### config.mk
export PLATFORM = sky130hd
export DESIGN_NAME = uart_tx_serializer
export DESIGN_NICKNAME = d
export VERILOG_FILES = /design/src/rtl/uart_tx_serializer.sv
export SDC_FILE = /design/constraint.sdc
export NUM_CORES = 1
export LEC_CHECK = 0
export BUFFER_PORTS_ARGS = -buffer_cell sky130_fd_sc_hd__buf_4
export CORE_MARGIN = 1
export CORE_UTILIZATION = 35
export CTS_CLUSTER_SIZE = 28
export DETAILED_ROUTE_END_ITERATION = 6
export HOLD_SLACK_MARGIN = 0.05
export PLACE_DENSITY_LB_ADDON = 0.25
export SYNTH_ARGS = -nofsm -noshare
export SYNTH_HDL_FRONTEND = slang
export SYNTH_SLANG_ARGS = --single-unit
### constraint.sdc
create_clock -name clockUart -period 4.2 [get_ports clockUart]
set_input_delay 0.84 -clock clockUart [delete_from_list [all_inputs] [get_ports clockUart]]
set_output_delay 0.84 -clock clockUart [all_outputs]
set_load 0.01 [all_outputs]
### src/rtl/uart_tx_serializer.sv
// uart_tx_serializer: byte FIFO feeding an 8N1 UART transmitter, LSB first.
// Bit timing comes from an up-counting baud divider (0..CLKS_PER_BIT-1).
// Optional build macro UART_TX_PARITY_EN inserts an even-parity bit between
// the data bits and the stop bit (11-bit frame). When the macro is undefined
// the transmitter sends plain 8N1 frames.
//
// state  | meaning
// IDLE   | line high, waiting for a FIFO entry
// START  | start bit (low)
// DATA   | data bits 0..7, LSB first
// PARITY | even parity of the data byte (UART_TX_PARITY_EN builds only)
// STOP   | stop bit (high); pulses TerminadoUart on its last edge
module uart_tx_serializer #(
  parameter int CLKS_PER_BIT = 434,
  parameter int FIFO_DEPTH   = 4
) (
  input  logic       clockUart,
  input  logic       resetUart,
  input  logic       StartUart,
  input  logic [7:0] info_in_Uart,
  output logic       tx_serial,
  output logic       busy,
  output logic       fifo_full,
  output logic       overflow,
  output logic       TerminadoUart
);

  localparam int CW = (CLKS_PER_BIT > 2) ? $clog2(CLKS_PER_BIT) : 1;
  localparam int AW = $clog2(FIFO_DEPTH);
  localparam logic [CW-1:0] CNT_LAST = CW'(CLKS_PER_BIT - 1);
  localparam logic [AW:0]   DEPTH_C  = (AW + 1)'(FIFO_DEPTH);

`ifdef UART_TX_PARITY_EN
  typedef enum logic [2:0] {S_IDLE, S_START, S_DATA, S_PARITY, S_STOP} state_t;
`else
  typedef enum logic [2:0] {S_IDLE, S_START, S_DATA, S_STOP} state_t;
`endif

  state_t        state_q;
  logic [CW-1:0] cnt_q;
  logic [2:0]    idx_q;
  logic [7:0]    shift_q;
  logic          tx_q;
  logic          done_q;
`ifdef UART_TX_PARITY_EN
  logic          par_q;
`endif

  logic [7:0]    mem_q [FIFO_DEPTH];
  logic [AW-1:0] wr_ptr_q, rd_ptr_q;
  logic [AW:0]   count_q, count_d;
  logic          full_q;
  logic          ovf_q;

  logic       tick;
  logic       push;
  logic       pop;
  logic [7:0] head;

  assign tick = (cnt_q == CNT_LAST);
  assign head = mem_q[rd_ptr_q];
  // Full is judged on the registered flag, so a push alongside a pop while full is still dropped.
  assign push = StartUart && !full_q;
  assign pop  = (count_q != '0) &&
                ((state_q == S_IDLE) || ((state_q == S_STOP) && tick));

  // Occupancy next-state from the push/pop pair.
  always_comb begin
    count_d = count_q;
    if (push && !pop)      count_d = count_q + (AW + 1)'(1);
    else if (pop && !push) count_d = count_q - (AW + 1)'(1);
  end

  // FIFO storage, pointers, full flag and sticky overflow.
  always_ff @(posedge clockUart) begin
    if (resetUart) begin
      wr_ptr_q <= '0;
      rd_ptr_q <= '0;
      count_q  <= '0;
      full_q   <= 1'b0;
      ovf_q    <= 1'b0;
    end else begin
      if (push) begin
        mem_q[wr_ptr_q] <= info_in_Uart;
        wr_ptr_q        <= wr_ptr_q + AW'(1);
      end
      if (pop) rd_ptr_q <= rd_ptr_q + AW'(1);
      if (StartUart && full_q) ovf_q <= 1'b1;
      count_q <= count_d;
      full_q  <= (count_d == DEPTH_C);
    end
  end

  // Frame sequencer; the line level and done pulse are registered next-values.
  always_ff @(posedge clockUart) begin
    if (resetUart) begin
      state_q <= S_IDLE;
      cnt_q   <= '0;
      idx_q   <= '0;
      shift_q <= '0;
      tx_q    <= 1'b1;
      done_q  <= 1'b0;
`ifdef UART_TX_PARITY_EN
      par_q   <= 1'b0;
`endif
    end else begin
      done_q <= 1'b0;
      case (state_q)
        S_IDLE: begin
          cnt_q <= '0;
          tx_q  <= 1'b1;
          if (pop) begin
            shift_q <= head;
`ifdef UART_TX_PARITY_EN
            par_q   <= ^head;
`endif
            tx_q    <= 1'b0;
            state_q <= S_START;
          end
        end
        S_START: begin
          if (tick) begin
            cnt_q   <= '0;
            idx_q   <= '0;
            tx_q    <= shift_q[0];
            state_q <= S_DATA;
          end else begin
            cnt_q <= cnt_q + CW'(1);
          end
        end
        S_DATA: begin
          if (tick) begin
            cnt_q <= '0;
            if (idx_q == 3'd7) begin
`ifdef UART_TX_PARITY_EN
              tx_q    <= par_q;
              state_q <= S_PARITY;
`else
              tx_q    <= 1'b1;
              state_q <= S_STOP;
`endif
            end else begin
              idx_q   <= idx_q + 3'd1;
              shift_q <= {1'b0, shift_q[7:1]};
              tx_q    <= shift_q[1];
            end
          end else begin
            cnt_q <= cnt_q + CW'(1);
          end
        end
`ifdef UART_TX_PARITY_EN
        S_PARITY: begin
          if (tick) begin
            cnt_q   <= '0;
            tx_q    <= 1'b1;
            state_q <= S_STOP;
          end else begin
            cnt_q <= cnt_q + CW'(1);
          end
        end
`endif
        S_STOP: begin
          if (tick) begin
            cnt_q  <= '0;
            done_q <= 1'b1;
            if (pop) begin
              shift_q <= head;
`ifdef UART_TX_PARITY_EN
              par_q   <= ^head;
`endif
              tx_q    <= 1'b0;
              state_q <= S_START;
            end else begin
              tx_q    <= 1'b1;
              state_q <= S_IDLE;
            end
          end else begin
            cnt_q <= cnt_q + CW'(1);
          end
        end
        default: begin
          cnt_q   <= '0;
          tx_q    <= 1'b1;
          state_q <= S_IDLE;
        end
      endcase
    end
  end

  assign tx_serial     = tx_q;
  assign TerminadoUart = done_q;
  assign fifo_full     = full_q;
  assign overflow      = ovf_q;
  assign busy          = (state_q != S_IDLE) || (count_q != '0);

endmodule
==> impl_metrics.py, run 1 <==
metrics = {
    "cts": {
        "cts_hold_buffers": 0,
        "cts_sinks": 67,
        "ctsResizeCount": 0,
        "htree_levels": 3,
        "cts_setup_buffers": 0,
        "cts_tree": "built",
        "cts_root_buf": "clkbuf_8",
        "clockBufferDepth": 2,
        "cts_buffers": 9,
        "clock_latency_ps": 350,
        "path_clk_slew_ps": 80,
    },
    "setup_path": {
        "endpoint_kind": "output pin",
        "critPathMaxFanout": 6,
        "arrival_ps": 1670,
        "critical_path_class": "flop to output pin",
        "ff2ff_path_depth": 7,
        "worstSetupStartpointType": "flop",
        "cp_data_required_time_ps": 3360,
        "cp_slowest_cell": "nor2b_1",
        "r2r-start": "state_q[0]",
        "worstPathCellList": "inv_1 > ha_1 > nor2b_1 > nand2_1 > buf_4",
        "worstReg2RegEnd": "shift_q[2]",
        "slowest_delay_ps": 390,
        "rrSetupSlack_ps": 1860,
    },
    "worst_hold_path": {
        "worstHoldStart": "idx_q[2]",
        "whs_endpoint": "idx_q[2]",
        "holdPathStages": 2,
        "hp-class": "flop to flop",
    },
    "floorplan": {
        "num_rows": 33,
        "start_util": 0.367,
        "core_um2": 8300,
        "io_pins": 16,
        "die_y_um": 95.2,
        "die_x_um": 95.2,
        "fp.dieArea_um2": 9070,
    },
    "sta": {
        "fin_tns_setup_ps": 0,
        "skew_ps": 8.48,
        "timing.final.crit_period_ps": 2510,
        "rsz0062_at_grt": "no",
        "hold_violations": 0,
        "setup_ws_ps": 1690,
        "timing.fmax_mhz": 398,
        "setup_viol": 0,
        "slew_violations": 0,
        "tightest_slew_ps": 764,
        "fin_crit_sh": 0.599,
        "max_slew_margin": 0.491,
    },
    "power": {
        "combinationalPowerShare": 0.309,
        "seq_power_share": 0.415,
        "ir_worst_vdd_mv": 0.301,
        "power.density_nw_per_um2": 594,
        "p_sw_uw": 695,
        "p_leak_uw": 0.00121,
        "power.share.clock": 0.276,
        "switching_share": 0.343,
        "p_int_uw": 1330,
    },
    "placed_design": {
        "dp_hpwl_mm": 3.62,
        "portBuffers": 15,
        "dpl_worst_slack_ps": 1880,
        "gp_congestion": 0.732,
    },
    "grt": {
        "grt_pass1_wl_mm": 9.17,
        "grt_use_total": 0.137,
        "grt_overflow": 0,
        "grt_max_degree": 25,
        "grt_antenna_before_repair": 0,
        "first_global_vias": 1829,
    },
    "detailed_routing": {
        "first_pass_iters": 4,
        "antenna_left": 0,
        "wl_mm": 5.40,
        "vias_per_cell": 5.20,
        "vias": 1912,
        "drc": 0,
        "wl_per_cell_um": 14.7,
        "first_iter_violations": 85,
    },
    "synth": {
        "syn-cell-area_um2": 3040,
        "syn_avg_cell_area_um2": 12.4,
        "synth_area_leaders": "edfxtp_1 32%, dfxtp_1 23%, ha_1 6.6%, mux4_2 5.9%, a311oi_2 3.5%",
        "synth-seq-area-share": 0.546,
        "yosysTopAreaCellShare": 0.316,
        "synth_edf_count": 32,
        "postSynth.asyncResetShare": 0,
        "yosysMostFrequentCell": "dfxtp_1",
        "synth_seq_cells": 67,
        "yosysUniqueCellTypes": 47,
        "yosysTopAreaCell": "edfxtp_1",
        "synth.top_cells.by_count": "35 x dfxtp_1, 32 x edfxtp_1, 21 x nor2_1",
        "syn-num-nets": 272,
        "syn_inst": 245,
        "synthFlopType": "dfxtp_1",
        "yosysWarnings": 0,
    },
    "cells_and_area": {
        "drive_above_1_share": 0.202,
        "syn_to_final_growth_pct": 12.4,
        "final_util": 0.412,
        "num-fill-cells": 791,
        "nets": 285,
        "multiInputGateArea_um2": 1270,
        "seq_area_um2": 1660,
        "n_antenna_cell": 0,
    },
    "flow_run": {
        "cap_viol_max_count": 0,
    },
    "status": {
        "outcome": "finished, final reports clean",
    },
}
==> logic make-up (layout without fill, tap and decap cells) <==
family,Yosys count,count (layout),share of synthesized area
compound gates,49,49,0.127
fa+ha+maj,16,16,0.0658
buf+inv,22,40,0.0358
simple gates,65,65,0.111
xor+xnor,10,10,0.0288
flops,67,67,0.546
mux,16,16,0.0856
==> critical path, delay by kind of cell, from the launching register on <==
family	cells	cell delay, ps
simple gates	2	500
buf+inv	2	320
flops	1	330
fa+ha+maj	1	190
==> state kept, by name, indices dropped and copies added (netlist names), named ones only <==
name / cells
mem_q: 32
cnt_q: 9
shift_q: 8
count_q: 3
idx_q: 3
rd_ptr_q: 2
state_q: 2
wr_ptr_q: 2
TerminadoUart: 1
fifo_full: 1
overflow: 1
tx_serial: 1
==> placed cells by master (no fill, tap or decap), drive strengths merged, types with 2 or more instances in the layout <==
cell type / n
dfxtp: 35
edfxtp: 32
nor2: 21
a21oi: 18
ha: 16
buf: 15
nand2: 13
inv: 12
clkbuf: 9
mux4: 8
mux2i: 8
a311oi: 8
and3: 8
xnor2: 7
nand4: 6
o21ai: 6
nand2b: 3
nand3: 3
xor2: 3
nor2b: 2
a31oi: 2
o211ai: 2
or3: 2
a21o: 2
clkinv: 2
==> layout make-up <==
cell class | instances | area share
sequential | 67 | 0.486
multi-input combinational | 156 | 0.372
tap | 105 | 0.0384
clock buffer | 9 | 0.0362
timing repair buffer | 15 | 0.0329
clock inverter | 7 | 0.0245
inverter | 9 | 0.00988
==> power groups by stage <==
| stage | sequential, µW | clock [µW] | combinational [µW] |
|---|---|---|---|
| 2_1_floorplan | 827 | 0 | 530 |
| 3_3_place_gp | 858 | 0 | 619 |
| 3_5_place_dp | 859 | 0 | 627 |
| 4_1_cts | 845 | 574 | 631 |
| 5_1_grt | 857 | 598 | 701 |
| 6_report | 842 | 561 | 626 |
==> per-stage QoR <==
| step | power (µW) | cells | hold WS [ps] | cell area [µm²] |
|---|---|---|---|---|
| CTS | 2050 | 368 | 465 | 3420 |
| global placement | 1480 | 352 | 450 | 3210 |
| floorplan | 1360 | 245 | 430 | 3040 |
| global route | 2160 | 368 | 490 | 3420 |
| finish | 2030 | 368 | 461 | 3420 |
| detailed placement | 1490 | 352 | 454 | 3210 |
==> layer usage <==
| metal | GRT usage | vias to the layer above | wire length [µm] |
|---|---|---|---|
| met2 | 0.208 | 32 | 2460 |
| met4 | 0.0682 | 0 | 124 |
| met3 | 0.0319 | 11 | 164 |
| met5 | 0 | - | 0 |
| li1 | - | 941 | - |
| met1 | 0.181 | 928 | 2650 |
==> how the worst max path moves through the flow <==
stage	from	end	slack (ps)
floorplan	StartUart	fifo_full	2300
global placement	StartUart	mem_q[3][3]	1930
detailed placement	state_q[0]	shift_q[1]	1880
CTS	count_q[0]	busy	1640
global route	count_q[0]	busy	1560
finish	count_q[0]	busy	1690
(Power assumes the default switching activity.)
==> run 2: changes to the inputs <==
==> constraint.sdc (replaced) <==
create_clock -name clockUart -period 2.2 [get_ports clockUart]
set_input_delay 0.44 -clock clockUart [delete_from_list [all_inputs] [get_ports clockUart]]
set_output_delay 0.44 -clock clockUart [all_outputs]
set_load 0.01 [all_outputs]
==> impl_metrics.py, run 2 (synthesized netlist as in run 1, its figures left out) <==
metrics = {
    "floorplan": {
        "die_y_um": 95.2,
        "fp.dieArea_um2": 9070,
        "start_util": 0.367,
        "num_rows": 33,
        "core_um2": 8300,
        "io_pins": 16,
        "die_x_um": 95.2,
    },
    "sta": {
        "rsz0062_at_grt": "no",
        "setup_viol": 0,
        "tightest_slew_ps": 421,
        "slew_violations": 0,
        "skew_ps": 6.95,
        "max_slew_margin": 0.719,
        "fin_tns_setup_ps": 0,
        "timing.final.crit_period_ps": 2030,
        "timing.fmax_mhz": 493,
        "fin_crit_sh": 0.922,
        "hold_violations": 0,
    },
    "setup_path": {
        "worstSetupStartpointType": "flop",
        "cp_data_required_time_ps": 1760,
        "critPathMaxFanout": 5,
        "critPathTopFamily": "buffers and inverters",
        "rrSetupSlack_ps": 210,
        "critical_path_class": "flop to output pin",
        "endpoint_kind": "output pin",
        "arrival_ps": 1590,
        "worstReg2RegEnd": "shift_q[1]",
        "ff2ff_path_depth": 6,
        "cp_slowest_cell": "dfxtp_1",
        "r2r-start": "cnt_q[0]",
        "worstPathCellList": "inv_1 > ha_1 > nor2b_1 > buf_4 > nand2_1 > buf_4",
        "slowest_delay_ps": 330,
        "crit_buf_inv": 3,
        "crit_top_cell": "buf_4",
    },
    "placed_design": {
        "dp_hpwl_mm": 3.69,
        "portBuffers": 15,
        "placedInstanceArea_um2": 3280,
        "gp_congestion": 0.795,
    },
    "grt": {
        "grt_overflow": 0,
        "first_global_vias": 1868,
        "grt_use_total": 0.133,
        "grt_antenna_before_repair": 0,
        "grt_pass1_wl_mm": 8.91,
        "grt_max_degree": 24,
    },
    "power": {
        "p_int_uw": 2700,
        "ir_worst_vdd_mv": 0.576,
        "seq_power_share": 0.395,
        "p_sw_uw": 1300,
        "power.share.clock": 0.285,
        "power_uw": 4000,
        "power.density_nw_per_um2": 1140,
        "p_leak_uw": 0.00126,
        "switching_share": 0.325,
        "combinationalPowerShare": 0.320,
    },
    "cells_and_area": {
        "top_regs": "mem_q: 32 flops, cnt_q: 9 flops, shift_q: 8 flops",
        "syn_to_final_growth_pct": 15.1,
        "final_common_cell": "dfxtp_1",
        "final_util": 0.422,
        "nets": 294,
        "layout_common_cells": "35 x dfxtp_1, 32 x edfxtp_1, 24 x buf_4",
        "largest_reg_flops": 32,
        "largest-register": "mem_q",
        "num-fill-cells": 781,
        "fin_area_um2": 3500,
        "drive_above_1_share": 0.224,
        "n_antenna_cell": 0,
    },
    "cts": {
        "clockBufferDepth": 2,
        "htree_levels": 3,
        "ctsResizeCount": 0,
        "cts_setup_buffers": 0,
        "cts_tree": "built",
        "clock_latency_ps": 340,
        "cts_sinks": 67,
        "cts_buffers": 9,
        "path_clk_slew_ps": 80,
        "cts_hold_buffers": 0,
        "cts_root_buf": "clkbuf_8",
    },
    "detailed_routing": {
        "drc": 0,
        "first_pass_iters": 4,
        "wl_per_cell_um": 14.2,
        "vias_per_cell": 5.08,
        "first_iter_violations": 110,
        "vias": 1914,
        "wl_mm": 5.37,
        "antenna_left": 0,
    },
    "worst_hold_path": {
        "whs_endpoint": "mem_q[1][6]",
        "hp-class": "input port to flop",
        "worstHoldStart": "info_in_Uart[6]",
        "holdPathStages": 1,
    },
    "status": {
        "outcome": "finished, final reports clean",
    },
    "flow_run": {
        "cap_viol_max_count": 0,
    },
}
run 2: how the worst max path moves through the flow:
stage,slack (ps),start,end,depth (start not counted)
2_1_floorplan,330,state_q[0],shift_q[4],9
3_3_place_gp,280,cnt_q[0],shift_q[4],6
3_5_place_dp,260,cnt_q[0],shift_q[1],6
4_1_cts,140,count_q[0],busy,6
5_1_grt,30,count_q[0],busy,6
6_report,170,count_q[0],busy,6
run 2: cell type report:
class / count / area (µm²) / area share
multi-input cells: 156 / 1270 / 0.363
well taps: 105 / 131 / 0.0375
clock buffers: 9 / 124 / 0.0354
clock inverters: 7 / 97.6 / 0.0279
repair buffers: 24 / 180 / 0.0515
inverters: 9 / 33.8 / 0.00965
flip-flops and latches: 67 / 1660 / 0.475
run 2: layer usage:
| metal | vias up | wire (µm) | GRT usage |
|---|---|---|---|
| met5 | - | 0 | 0 |
| met4 | 0 | 102 | 0.0669 |
| met3 | 10 | 143 | 0.0383 |
| met2 | 22 | 2500 | 0.211 |
| met1 | 921 | 2620 | 0.165 |
| li1 | 961 | - | - |
run 2: power groups by stage:
stage	logic [µW]	clock network, µW	registers [µW]
final	1280	1140	1580
after CTS	1290	1180	1580
after global routing	1410	1230	1600
after floorplan	1010	0	1580
after global placement	1280	0	1610
after detailed placement	1280	0	1610
run 2: per-stage QoR:
step | hold slack (ps) | std cells | setup slack [ps]
floorplan | 430 | 245 | 330
global placement | 449 | 361 | 278
detailed placement | 454 | 361 | 262
CTS | 273 | 377 | 137
global route | 273 | 377 | 29.2
finish | 294 | 377 | 172
